$ cat config.mk
export PLATFORM = sky130hd
export DESIGN_NAME = instr_fetch_ctrl
export DESIGN_NICKNAME = d
export VERILOG_FILES = /design/src/rtl/instr_fetch_ctrl.sv
export SDC_FILE = /design/constraint.sdc
export NUM_CORES = 1
export LEC_CHECK = 0
export BUFFER_PORTS_ARGS = -buffer_cell sky130_fd_sc_hd__buf_4
export CAP_MARGIN = 5
export CORE_ASPECT_RATIO = 1.25
export CORE_UTILIZATION = 54
export CTS_CLUSTER_DIAMETER = 200
export CTS_CLUSTER_SIZE = 8
export DETAILED_ROUTE_END_ITERATION = 6
export GPL_ROUTABILITY_DRIVEN = 0
export PLACE_DENSITY = 0.78
export SYNTH_ARGS = -nofsm -noshare
export SYNTH_HDL_FRONTEND = slang
export SYNTH_SLANG_ARGS = --single-unit
$ cat constraint.sdc
create_clock -name clk -period 14.77 [get_ports clk]
set_clock_uncertainty 0.05 [all_clocks]
set_input_delay 4.431 -clock clk [delete_from_list [all_inputs] [get_ports clk]]
set_output_delay 4.431 -clock clk [all_outputs]
set_load 0.01 [all_outputs]
$ cat src/rtl/instr_fetch_ctrl.sv
// Instruction fetch sequencer: owns the fetch PC, reads words from the instruction ROM,
// buffers {pc, instr} pairs in a small FIFO and handles redirects and fetch faults.
module instr_fetch_ctrl #(
  parameter logic [31:0] RESET_PC   = 32'h0000_0000,
  parameter int          DEPTH      = 2,
  parameter int          IMEM_WORDS = 256
) (
  input  logic        clk,
  input  logic        reset,
  output logic        imem_req,
  output logic [31:0] imem_addr,
  input  logic        imem_ready,
  input  logic [31:0] imem_rdata,
  output logic        instr_valid,
  input  logic        instr_ready,
  output logic [31:0] instr_data,
  output logic [31:0] instr_pc,
  input  logic        redirect_valid,
  input  logic [31:0] redirect_pc,
  output logic        fetch_fault,
  output logic [31:0] fault_pc
);

  localparam int          PW       = (DEPTH > 1) ? $clog2(DEPTH) : 1;
  localparam int          CW       = $clog2(DEPTH + 1);
  localparam logic [31:0] PC_LIMIT = 32'(4 * IMEM_WORDS);

  typedef enum logic [1:0] {S_RUN, S_FULL, S_FAULT} state_e;

  state_e        state_q, state_d;
  logic [31:0]   fetch_pc_q, fetch_pc_d;
  logic [PW-1:0] wr_ptr_q, wr_ptr_d;
  logic [PW-1:0] rd_ptr_q, rd_ptr_d;
  logic [CW-1:0] count_q, count_d;
  logic          valid_q, valid_d;
  logic [31:0]   head_data_q, head_data_d;
  logic [31:0]   head_pc_q, head_pc_d;
  logic          fault_q, fault_d;
  logic [31:0]   fault_pc_q, fault_pc_d;

  logic [31:0]   mem_pc_q   [DEPTH];
  logic [31:0]   mem_data_q [DEPTH];

  logic          pc_oob;
  logic          redirect_bad;
  logic          xfer;
  logic          pop;
  logic          do_push;
  logic          do_pop;

  // Request is a pure decode of registered state, so decode-side ready never reaches the ROM.
  assign pc_oob       = (fetch_pc_q >= PC_LIMIT);
  assign imem_req     = !reset && (state_q == S_RUN) && !pc_oob;
  assign imem_addr    = fetch_pc_q;
  assign xfer         = imem_req && imem_ready;
  assign pop          = valid_q && instr_ready;
  assign redirect_bad = (redirect_pc[1:0] != 2'b00) || (redirect_pc >= PC_LIMIT);

  assign instr_valid  = valid_q;
  assign instr_data   = head_data_q;
  assign instr_pc     = head_pc_q;
  assign fetch_fault  = fault_q;
  assign fault_pc     = fault_pc_q;

  always_comb begin
    state_d     = state_q;
    fetch_pc_d  = fetch_pc_q;
    wr_ptr_d    = wr_ptr_q;
    rd_ptr_d    = rd_ptr_q;
    count_d     = count_q;
    fault_d     = fault_q;
    fault_pc_d  = fault_pc_q;
    do_push     = 1'b0;
    do_pop      = 1'b0;
    valid_d     = 1'b0;
    head_data_d = head_data_q;
    head_pc_d   = head_pc_q;

    if (state_q == S_FAULT) begin
      count_d = '0;
    end else if (redirect_valid) begin
      count_d  = '0;
      wr_ptr_d = '0;
      rd_ptr_d = '0;
      if (redirect_bad) begin
        state_d    = S_FAULT;
        fault_d    = 1'b1;
        fault_pc_d = redirect_pc;
      end else begin
        state_d    = S_RUN;
        fetch_pc_d = redirect_pc;
      end
    end else if ((state_q == S_RUN) && pc_oob) begin
      count_d    = '0;
      wr_ptr_d   = '0;
      rd_ptr_d   = '0;
      state_d    = S_FAULT;
      fault_d    = 1'b1;
      fault_pc_d = fetch_pc_q;
    end else begin
      do_push = xfer;
      do_pop  = pop;
      if (do_push) begin
        wr_ptr_d   = wr_ptr_q + PW'(1);
        fetch_pc_d = fetch_pc_q + 32'd4;
      end
      if (do_pop) begin
        rd_ptr_d = rd_ptr_q + PW'(1);
      end
      count_d = count_q + CW'(do_push) - CW'(do_pop);
      state_d = (count_d == CW'(DEPTH)) ? S_FULL : S_RUN;
    end

    // Head register bypasses the array when the new head is the word arriving this cycle.
    valid_d = (count_d != '0);
    if (valid_d) begin
      if (do_push && (count_q == CW'(do_pop))) begin
        head_data_d = imem_rdata;
        head_pc_d   = fetch_pc_q;
      end else begin
        head_data_d = mem_data_q[rd_ptr_d];
        head_pc_d   = mem_pc_q[rd_ptr_d];
      end
    end
  end

  always_ff @(posedge clk) begin
    if (reset) begin
      state_q     <= S_RUN;
      fetch_pc_q  <= RESET_PC;
      wr_ptr_q    <= '0;
      rd_ptr_q    <= '0;
      count_q     <= '0;
      valid_q     <= 1'b0;
      head_data_q <= '0;
      head_pc_q   <= '0;
      fault_q     <= 1'b0;
      fault_pc_q  <= '0;
    end else begin
      state_q     <= state_d;
      fetch_pc_q  <= fetch_pc_d;
      wr_ptr_q    <= wr_ptr_d;
      rd_ptr_q    <= rd_ptr_d;
      count_q     <= count_d;
      valid_q     <= valid_d;
      head_data_q <= head_data_d;
      head_pc_q   <= head_pc_d;
      fault_q     <= fault_d;
      fault_pc_q  <= fault_pc_d;
    end
  end

  // Storage array carries no reset; occupancy is tracked by count_q alone.
  always_ff @(posedge clk) begin
    if (!reset && do_push) begin
      mem_pc_q[wr_ptr_q]   <= fetch_pc_q;
      mem_data_q[wr_ptr_q] <= imem_rdata;
    end
  end

endmodule
# After elaboration in Yosys (flattened, before gate mapping)
# Memory sizes are Yosys's and may differ from the RTL's.
# Cells that the tools add are included.
# Widths: inputs -> output; s select.
# word_totals
output_inout_bits	131
wordCells	79
memories	2
in_bits	69
regBits	136
ramBits	128
# mem_list
memory	depth	width	read_ports	rd_ports_with_merged_regs	write_ports	line_no	source
mem_data_q	2	32	1	0	1	42	logic [31:0] mem_data_q [DEPTH];
mem_pc_q	2	32	1	0	1	41	logic [31:0] mem_pc_q [DEPTH];
# classes
muxes	34
n_lt_le_gt_ge	2
n_addsub	5
bitwise	1
eq_ne	6
reduce_logical	19
# op_table
op	count
$mux 32	9
$ge 32x11->1 const B	2
$add 32x3->32 const B	1
$mux 1	19
$mux 2	6
$reduce_bool 2->1	4
$logic_and 1x1->1	7
$eq 2x2->1 const B	2
$ne 2x2->1 const B	2
$reduce_and 4->1	1
$reduce_and 3->1	1
$reduce_bool 3->1	1
$add 1x1->1 const B	2
$add 2x1->2	1
$eq 2x1->1	1
$logic_not 1->1	2
$logic_not 2->1	1
$ne 2x1->1 const B	1
$reduce_and 2->1	1
$sub 2x1->2	1
$logic_or 1x1->1	1
$not 1->1	1

# Depth between registers and ports, before layout
# depth
word_depth	10
depth_mapped	14
mapped_depth_nobuf	13

# Least setup slack after synthesis
# No wires, ideal clock.
# synth_path
path_type	input to register
startpoint	in reset
endpoint	mem mem_data_q[0][0], enable pin
setup_slack_ns	2.629
required_time_ns	14.076
path_stages	5
n_path_buf	1
setup_ns	0.644
arrival_ns	11.447
cell_sequence	clkbuf_1 nand3b_1 nor3_2 inv_1 nor4_1
# synth_via
elab_chain_cells	10
# synth_rtl
item	line_no	source
start, declared	9	input logic reset,
$logic_not 1->1 (*)	53, 155	
$logic_and 1x1->1 (2 in series)	53	assign imem_req = !reset && (state_q == S_RUN) && !pc_oob;
$logic_and 1x1->1	55	assign xfer = imem_req && imem_ready;
$mux 1	93	end else if ((state_q == S_RUN) && pc_oob) begin
$mux 1	81	end else if (redirect_valid) begin
$mux 1	79	if (state_q == S_FAULT) begin
$logic_and 1x1->1 (*)	155	if (!reset && do_push) begin
$mux 1 (*)	155	
$mux 1 (not written as such) (*)	157	mem_data_q[wr_ptr_q] <= imem_rdata;
end, declared	42	
# Mark *: on every way between the ends. The rest lies on a longest branch, timed or not.

# Worst setup path after layout
# layout_path
startpoint	in reset
endpoint	out imem_req
# layout_via
elab_chain_cells	3
# layout_rtl
item	line_no	source
$logic_not 1->1	53	
$logic_and 1x1->1 (2 in series)	53	
end, declared	10	output logic imem_req,
# No other way between the ends.

==> metrics.cfg <==
[clock_network]
post_cts_buffers = 0
ctsLongestPathBuffers = 3
ctsHoldBuffers = 0
cts_tree = yes
worstSkewPairLatency_ns = 0.51
ctsRootBufferMaster = clkbuf_16
h-tree-depth = 2
cts.sinks = 264
cts_buffers = 38
cts_resized = 0
path_clk_slew_ns = 0.05

[synth]
synth_cells = 759
synthTopCellsByCount = dfxtp_1 (136), edfxtp_1 (128), mux2i_1 (94)
synth_top_area_frac = 0.377
syn_avg_cell_area_um2 = 13.4
yosysMostFrequentCell = dfxtp_1
ys_seq_elements = 264
yosys-top-cells-area = edfxtp_1 (38%), dfxtp_1 (27%), mux2i_1 (9.2%)
ys_seq_area_frac = 0.643
synth-async-reset-ratio = 0
netlist_area_um2 = 10200
syn_nets = 832
synthDistinctLibCells = 56
yosysTopAreaCell = edfxtp_1
yosys_warnings = 0
dominantRegCellSynth = dfxtp_1
synth_edf_count = 128

[placed_design]
dp.final_hpwl_um = 13600
port-buffer-count = 199
place_area_um2 = 11900

[floorplan]
die_w_um = 125
initial_core_util = 0.558
io_pins = 200
die_h_um = 156
die-area_um2 = 19500
core-area_um2 = 18300
num_rows = 55

[drt]
drtAntennaViolNets = 0
drc = 24
post_drt_via_cell_ratio = 5.56
drt_iter0_markers = 384
first_pass_iters = 7
vias = 6749
wire_per_inst_um = 18.2
routed_wirelength_um = 22000

[global_route]
grt_pass1_wl_um = 35100
grt_use_total = 0.229
grt_max_degree = 66
antenna_found_initial = 0
grt_pass1_vias = 6764
gr-total-overflow = 0

[sta]
timing.final.crit_share = 0.662
relSlewSlack = 0.228
slew_violations = 0
worstMarginPinSlew_ns = 1.16
setup_viol = 0
layout_min_cycle_time_ns = 9.78
hold_viol = 0
setup_tns_ns = 0
hold_ws_ns = 0.395
rsz0062_at_grt = false
fmax_ghz = 0.102

[worst_hold_path]
hold_start = instr_pc[27]$_SDFFE_PP0P_
hp-class = flop to flop

[run_status]
status = finished, violations left
violations = DRC

[critical_path]
endpoint_kind = output port
crit_slowest_cell = buf_4
cp.required_ns = 10.29
slowest_delay_ns = 0.46
criticalPathCategory = input port to output port
cp.arrival_ns = 5.30
crit_chain = buf_4, and3b_1, buf_4
critPathBufInv = 2
path_common_cell = buf_4
cp_max_fo = 53
reg2reg_from = imem_addr[19]$_SDFFE_PP0P_
startpoint = reset
start_kind = input port
path_delay_family = buffers and inverters

[power_and_ir_drop]
power_density_nw_per_um2 = 129
power_leakage_nw = 5.33
p_total_mw = 1.67
vdd.ir_drop.worst_mv = 0.0955

[finish]
multi_input_area_um2 = 3430
syn_to_final_growth_pct = 26.8
diodes = 0
regArea_um2 = 6570
nFillCells = 1321
drive_gt1_frac = 0.347
postLayoutCellArea_um2 = 12900
finish.net_count = 1031

[job]
max_cap_viol_count = 0

==> area by class of cell <==
type / instances / area share
clock buffer: 64 / 0.0810
clock inverter: 3 / 0.00261
inverter: 6 / 0.00174
multi-input combinational: 441 / 0.265
sequential: 264 / 0.507
tap: 228 / 0.0220
timing repair buffer: 207 / 0.120
==> per-stage QoR <==
stage / setup slack, ns / instances / utilization
2_1_floorplan: 2.63 / 759 / -
3_3_place_gp: 5.01 / 1146 / 0.648
3_5_place_dp: 5.00 / 1146 / 0.648
4_1_cts: 4.99 / 1213 / 0.707
5_1_grt: 4.96 / 1213 / 0.707
6_report: 4.99 / 1213 / 0.707
==> worst min-delay path: stages, from the launching register on <==
cell and delay (ns):
dfxtp_1 0.30, nand2_1 0.05, o21ai_1 0.05
==> kinds of logic after synthesis <==
family          after synthesis  share of synthesized area
fa+ha+maj                     4                    0.00490
xor+xnor                      3                    0.00405
buf+inv                      54                     0.0248
flops                       264                      0.643
compound gates              177                      0.146
mux                          94                     0.0922
simple gates                163                     0.0852
==> metal layers <==
metal / vias up / wire length [um] / global-route usage
met3: 36 / 1250 / 0.0470
met1: 3235 / 9250 / 0.288
li1: 3268 / - / -
met2: 210 / 11000 / 0.390
met4: 0 / 501 / 0.0854
met5: - / 0 / 0
==> placed cells by master, fill, tap and decap left out, types with 6 or more instances in the layout <==
cell       Yosys  final
o21ai_0        8      8
edfxtp_1     128    128
nor2_1        47     47
a21oi_1       11     10
clkbuf_1      29     26
clkbuf_16      0     38
a22oi_2       38     38
dfxtp_1      136    136
buf_4          4    207
o21ai_1       24     24
and2_1        21     21
o21ai_2       41     41
nor4_1         8      7
a211oi_1      30     30
nand2_1       39     38
mux2i_1       94     94
inv_1          6      6
==> flip-flops by register name, summed over array words and instances (netlist names) <==
signal       flops
instr_data      32
state_q          2
mem_pc_q        64
instr_valid      1
mem_data_q      64
instr_pc        32
wr_ptr_q         1
fault_pc        32
count_q          2
imem_addr       32
rd_ptr_q         1
fetch_fault      1
==> path summary, 6_finish.rpt <==
kind                                to  slack [ns]  cells after the start
max                           imem_req        4.99                      3
min          instr_pc[27]$_SDFFE_PP0P_        0.40                      2
max reg2reg   instr_pc[1]$_SDFFE_PP0P_       10.26                     14
min reg2reg  instr_pc[27]$_SDFFE_PP0P_        0.40                      2
==> where the power goes <==
group,switching [mW],leakage (nW),internal [mW]
combinational,0.0585,2.57,0.0493
sequential,0.0107,2.24,0.784
clock,0.291,0.515,0.480
Note: power is estimated with default switching activity, not from simulation.
